==> config.mk <==
export PLATFORM = sky130hd
export DESIGN_NAME = axi_stream_len_parser
export DESIGN_NICKNAME = d
export VERILOG_FILES = /design/src/rtl/axi_stream_len_parser.sv
export SDC_FILE = /design/constraint.sdc
export NUM_CORES = 1
export LEC_CHECK = 0
export BUFFER_PORTS_ARGS = -buffer_cell sky130_fd_sc_hd__clkbuf_2
export CORE_AREA = 2 2 120 122
export CTS_CLUSTER_SIZE = 24
export DETAILED_ROUTE_END_ITERATION = 10
export DIE_AREA = 0 0 122 124
export PLACE_DENSITY = 0.83
export SLEW_MARGIN = 20
export SYNTH_ARGS = -nofsm -noshare
export SYNTH_HDL_FRONTEND = slang
export SYNTH_SLANG_ARGS = --single-unit
==> constraint.sdc <==
create_clock -name clk -period 6.3 [get_ports clk]
set_clock_uncertainty 0.2 [all_clocks]
set_input_delay 0.945 -clock clk [delete_from_list [all_inputs] [get_ports clk]]
set_output_delay 0.945 -clock clk [all_outputs]
set_load 0.03 [all_outputs]
==> src/rtl/axi_stream_len_parser.sv <==
// Strips the length/ID header word from a 64-bit stream and re-emits the payload with a regenerated tlast.
// One registered output stage; header ID, declared length and actual tlast position are checked and counted.
module axi_stream_len_parser #(
   parameter logic [7:0]  ID          = 8'hF0,
   parameter int unsigned MAX_PKT_LEN = 64,
   parameter bit          CHECK_ID    = 1'b1
) (
   input  logic        clk,
   input  logic        rst,
   input  logic        ena,
   input  logic [63:0] in_tdata,
   input  logic        in_tvalid,
   input  logic        in_tlast,
   output logic        in_tready,
   output logic [63:0] out_tdata,
   output logic        out_tvalid,
   output logic        out_tlast,
   input  logic        out_tready,
   output logic [7:0]  pkt_id,
   output logic [15:0] pkt_len,
   output logic [31:0] pkt_count,
   output logic [15:0] err_id_count,
   output logic [15:0] err_len_count,
   input  logic        clear_counters
);

   typedef enum logic [1:0] {S_HDR, S_PAYLOAD, S_DRAIN} state_t;

   state_t      r_state;
   state_t      w_next;
   logic [15:0] r_cnt;

   logic        w_stage_free;
   logic        w_hs;
   logic [7:0]  w_hdr_id;
   logic [15:0] w_hdr_len;
   logic        w_id_bad;
   logic        w_len_over;
   logic        w_cnt_last;
   logic        w_fwd;
   logic        w_fwd_last;
   logic        w_inc_pkt;
   logic        w_inc_id;
   logic        w_inc_len;

   assign w_stage_free = !out_tvalid || out_tready;
   assign w_hdr_id     = in_tdata[63:56];
   assign w_hdr_len    = in_tdata[15:0];
   assign w_id_bad     = CHECK_ID && (w_hdr_id != ID);
   assign w_len_over   = ({16'd0, w_hdr_len} > MAX_PKT_LEN);
   assign w_cnt_last   = (r_cnt == 16'd1);
   assign w_hs         = in_tvalid && in_tready;

   assign in_tready = !rst && (((r_state == S_HDR) && ena) ||
                               ((r_state == S_PAYLOAD) && w_stage_free) ||
                               (r_state == S_DRAIN));

   always_ff @(posedge clk) begin
      if (rst) r_state <= S_HDR;
      else     r_state <= w_next;
   end

   always_comb begin
      w_next = r_state;
      case (r_state)
         S_HDR: begin
            if (w_hs) begin
               if (w_id_bad || w_len_over || (w_hdr_len == 16'd0))
                  w_next = in_tlast ? S_HDR : S_DRAIN;
               else if (!in_tlast)
                  w_next = S_PAYLOAD;
            end
         end
         S_PAYLOAD: begin
            if (w_hs) begin
               if (in_tlast)        w_next = S_HDR;
               else if (w_cnt_last) w_next = S_DRAIN;
            end
         end
         S_DRAIN: begin
            if (w_hs && in_tlast) w_next = S_HDR;
         end
         default: w_next = S_HDR;
      endcase
   end

   // Exactly one counter event per header or terminating payload beat.
   always_comb begin
      w_fwd      = 1'b0;
      w_fwd_last = 1'b0;
      w_inc_pkt  = 1'b0;
      w_inc_id   = 1'b0;
      w_inc_len  = 1'b0;
      case (r_state)
         S_HDR: begin
            if (w_hs) begin
               if (w_id_bad)                   w_inc_id  = 1'b1;
               else if (w_len_over)            w_inc_len = 1'b1;
               else if (w_hdr_len == 16'd0) begin
                  if (in_tlast)                w_inc_pkt = 1'b1;
                  else                         w_inc_len = 1'b1;
               end
               else if (in_tlast)              w_inc_len = 1'b1;
            end
         end
         S_PAYLOAD: begin
            if (w_hs) begin
               w_fwd      = 1'b1;
               w_fwd_last = in_tlast || w_cnt_last;
               if (in_tlast && w_cnt_last)     w_inc_pkt = 1'b1;
               else if (in_tlast || w_cnt_last) w_inc_len = 1'b1;
            end
         end
         default: ;
      endcase
   end

   always_ff @(posedge clk) begin
      if (rst) begin
         out_tdata     <= '0;
         out_tvalid    <= 1'b0;
         out_tlast     <= 1'b0;
         pkt_id        <= '0;
         pkt_len       <= '0;
         r_cnt         <= '0;
         pkt_count     <= '0;
         err_id_count  <= '0;
         err_len_count <= '0;
      end else begin
         if (w_stage_free) begin
            out_tvalid <= w_fwd;
            if (w_fwd) begin
               out_tdata <= in_tdata;
               out_tlast <= w_fwd_last;
            end
         end
         if ((r_state == S_HDR) && w_hs) begin
            pkt_id  <= w_hdr_id;
            pkt_len <= w_hdr_len;
            r_cnt   <= w_hdr_len;
         end else if (w_fwd) begin
            r_cnt <= r_cnt - 16'd1;
         end
         if (clear_counters) begin
            pkt_count     <= '0;
            err_id_count  <= '0;
            err_len_count <= '0;
         end else begin
            if (w_inc_pkt && !(&pkt_count))     pkt_count     <= pkt_count + 32'd1;
            if (w_inc_id  && !(&err_id_count))  err_id_count  <= err_id_count + 16'd1;
            if (w_inc_len && !(&err_len_count)) err_len_count <= err_len_count + 16'd1;
         end
      end
   end

endmodule

==> impl_metrics.env <==
export IMPL_status="finished clean"
export IMPL_period_share_pct=62.5
export IMPL_cts_tree="yes"
export IMPL_grt_pass1_vias=6786
export IMPL_ys_types=59
export IMPL_synth_fp_nets=1024
export IMPL_p_int_uw=1750
export IMPL_cp_end_kind="register"
export IMPL_drive_above_1_share_pct=24.1
export IMPL_synth_top_area_share_pct=46.3
export IMPL_cts_root_buffer="clkbuf_16"
export IMPL_switching_power_uw=654
export IMPL_rrSetupSlack_ns=2.36
export IMPL_stdcell_count=1337
export IMPL_tightest_slew_ns=1.10
export IMPL_period_needed_ns=3.94
export IMPL_viasPerCell=5.70
export IMPL_p_seq_share_pct=47.3
export IMPL_clk_pin_slew_worst_paths_ns=0.07
export IMPL_reg2regPathDepth=13
export IMPL_synth_area_leaders="dfxtp_1 (46%), nand2_1 (12%), a21oi_1 (8.7%)"
export IMPL_syn_inst=945
export IMPL_fin_util_pct=67.3
export IMPL_wire_per_inst_um=15.5
export IMPL_worstPathRequired_ns=6.41
export IMPL_r2r_end="pkt_count[23]"
export IMPL_fin_tns_setup_ns=0
export IMPL_cts_buffers_inserted=17
export IMPL_cp_top_family="simple AND/OR/NAND/NOR gates"
export IMPL_r2r_start="r_cnt[7]"
export IMPL_clock_latency_ns=0.42
export IMPL_track_usage_pct=26.6
export IMPL_synth_area_um2=7440
export IMPL_max_stage_delay_ns=0.72
export IMPL_fp_row_count=43
export IMPL_path_max_fanout=9
export IMPL_synthToLayoutAreaGrowth_pct=24.1
export IMPL_htreeDepth=4
export IMPL_yosys_area_top_type="dfxtp_1"
export IMPL_hp_class="register to register"
export IMPL_synth_ff_type="dfxtp_1"
export IMPL_cp_slowest_cell="nor3_1"
export IMPL_drv_cap=0
export IMPL_holdWs_ns=0.252
export IMPL_crit_buf_inv=1
export IMPL_yosys_warnings=0
export IMPL_ant_nets=0
export IMPL_drtIter0Drc=540
export IMPL_antenna_found_initial=0
export IMPL_cp_num_cells=13
export IMPL_critPathCapture="pkt_count[23]"
export IMPL_combPwrFrac_pct=10.7
export IMPL_synth_seq_area_share_pct=46.3
export IMPL_nFillCells=1185
export IMPL_finalSetupViolations=0
export IMPL_drv_slew=0
export IMPL_rsz0062_at_grt="no"
export IMPL_yosys_register_bits=172
export IMPL_postCtsSetupBuffers=0
export IMPL_peakVddDrop_v=0.000209
export IMPL_crit_top_cell="nor2_1"
export IMPL_async_flop_share_pct=0
export IMPL_p_leak_uw=0.00369
export IMPL_port_buffers=225
export IMPL_dr_pass1_iters=6
export IMPL_initial_core_util_pct=54.2
export IMPL_cts_sinks=172
export IMPL_slew_headroom_pct=26.6
export IMPL_nets=1223
export IMPL_coreArea_um2=13700
export IMPL_antennaDiodeCount=0
export IMPL_num_io_pins=226
export IMPL_routed_wl_mm=20.7
export IMPL_grt_pass1_wl_mm=32.6
export IMPL_gp_congestion=0.895
export IMPL_final_common_cell="nand2_1"
export IMPL_drc=0
export IMPL_power_density_nw_per_um2=261
export IMPL_layout_common_cells="nand2_1 (231), clkbuf_2 (224), dfxtp_1 (172), a21oi_1 (130), nor2_1 (61)"
export IMPL_hpwl_mm=14.5
export IMPL_cts_buffer_depth=2
export IMPL_postCtsHoldBufs=0
export IMPL_vias=7620
export IMPL_avgSynthCellArea_um2=7.87
export IMPL_cts_repair_resized=0
export IMPL_dpl_cell_count=1305
export IMPL_hold_viol=0
export IMPL_worstSetupPathType="register to register"
export IMPL_die_x_um=122
export IMPL_crit_chain="nor4_1, nand2b_1, or4_1, nor2_1, nand3_1, inv_1, ha_1, mux2i_1, nor2_1, nand2_1, nor3_1, a41oi_1, a311oi_1"
export IMPL_clockPowerShare_pct=42.0
export IMPL_die_area_um2=15100
export IMPL_p_sw_share_pct=27.2
export IMPL_crit_path_start="r_cnt[7]"
export IMPL_overflow=0
export IMPL_arrival_ns=4.05
export IMPL_fmax_ghz=0.254
export IMPL_synth_edf_count=0
export IMPL_die_y_um=124
export IMPL_grt_max_degree=69
export IMPL_startpoint_type="register"
==> layer usage <==
metal  global-route usage (%)  up-vias  share of wire, %
li1                         -     3712                 -
met1                     34.6     3593                43
met2                     43.0      269                48
met3                     6.50       46               6.6
met4                     10.1        0               2.5
met5                        0        -                 0
==> worst min-delay path: stages, from the launching register on <==
cell	delay (ns)
dfxtp_1	0.31
nand2_1	0.05
a21oi_1	0.05
==> through the flow <==
step           setup WS, ns  power [uW]  cell area [um2]
2_1_floorplan          2.78        1330             7440
5_1_grt                2.08        2490             9230
3_3_place_gp           2.15        1410             8650
3_5_place_dp           2.02        1420             8660
6_report               2.36        2410             9230
4_1_cts                2.35        2420             9230
==> how the worst min path moves through the flow <==
stage	start	depth (start not counted)	end	slack (ns)
detailed placement	pkt_id[0]	2	pkt_id[0]	0.25
CTS	pkt_id[2]	2	pkt_id[2]	0.25
global route	out_tdata[23]	2	out_tdata[23]	0.27
floorplan	r_cnt[11]	2	r_cnt[11]	0.24
finish	pkt_id[2]	2	pkt_id[2]	0.25
global placement	out_tdata[52]	2	out_tdata[52]	0.24
==> registers in the layout (all words and copies together), names as in the netlist <==
signal         count
err_id_count      16
err_len_count     16
out_tdata         64
out_tlast          1
out_tvalid         1
pkt_count         32
pkt_id             8
pkt_len           16
r_cnt             16
r_state            2
==> cells in the mapped netlist, drive strengths merged, types with 2 or more instances <==
| cell type | number |
|---|---|
| nand2 | 232 |
| dfxtp | 172 |
| a21oi | 130 |
| nor2 | 63 |
| clkbuf | 45 |
| o21ai | 34 |
| nand4 | 28 |
| or3 | 27 |
| nand3 | 22 |
| nor3 | 15 |
| xor2 | 14 |
| o31ai | 13 |
| inv | 12 |
| nor4 | 12 |
| and3 | 11 |
| or4 | 9 |
| and2 | 8 |
| buf | 8 |
| ha | 8 |
| mux2i | 8 |
| xnor2 | 7 |
| or2 | 5 |
| a22oi | 4 |
| a31oi | 4 |
| o211ai | 4 |
| o41ai | 4 |
| a21o | 3 |
| a31o | 3 |
| and4 | 3 |
| nand3b | 3 |
| nor2b | 3 |
| nor3b | 3 |
| o2111ai | 3 |
| o21a | 3 |
| a211oi | 2 |
| a32oi | 2 |
| a41oi | 2 |
| nand2b | 2 |
| o31a | 2 |
| or3b | 2 |
==> cell families (layout without fill, tap and decap cells) <==
| logic type | Yosys count | count (layout) | share of synthesized area (%) |
|---|---|---|---|
| AND/OR/NAND/NOR | 450 | 450 | 28.1 |
| AO/OA/AOI/OAI | 220 | 220 | 17.3 |
| flip-flops | 172 | 172 | 46.3 |
| buffers and inverters | 66 | 278 | 3.45 |
| XOR/XNOR | 21 | 21 | 2.47 |
| adder cells (fa/ha/maj) | 8 | 8 | 1.35 |
| multiplexers | 8 | 8 | 1.08 |
==> final cells by class <==
type | instances | area (um2) | area share, %
multi-input combinational | 707 | 3760 | 40.7
sequential | 172 | 3440 | 37.3
timing repair buffer | 233 | 1200 | 13.0
clock buffer | 19 | 433 | 4.69
tap | 180 | 225 | 2.44
clock inverter | 13 | 129 | 1.40
inverter | 13 | 48.8 | 0.529
==> power by group through the flow <==
stage	sequential [uW]	combinational, uW	clock, uW
4_1_cts	1140	256	1020
5_1_grt	1140	280	1070
6_report	1140	257	1010
3_5_place_dp	1160	254	0
3_3_place_gp	1160	250	0
2_1_floorplan	1200	128	0
(Power assumes the default switching activity.)
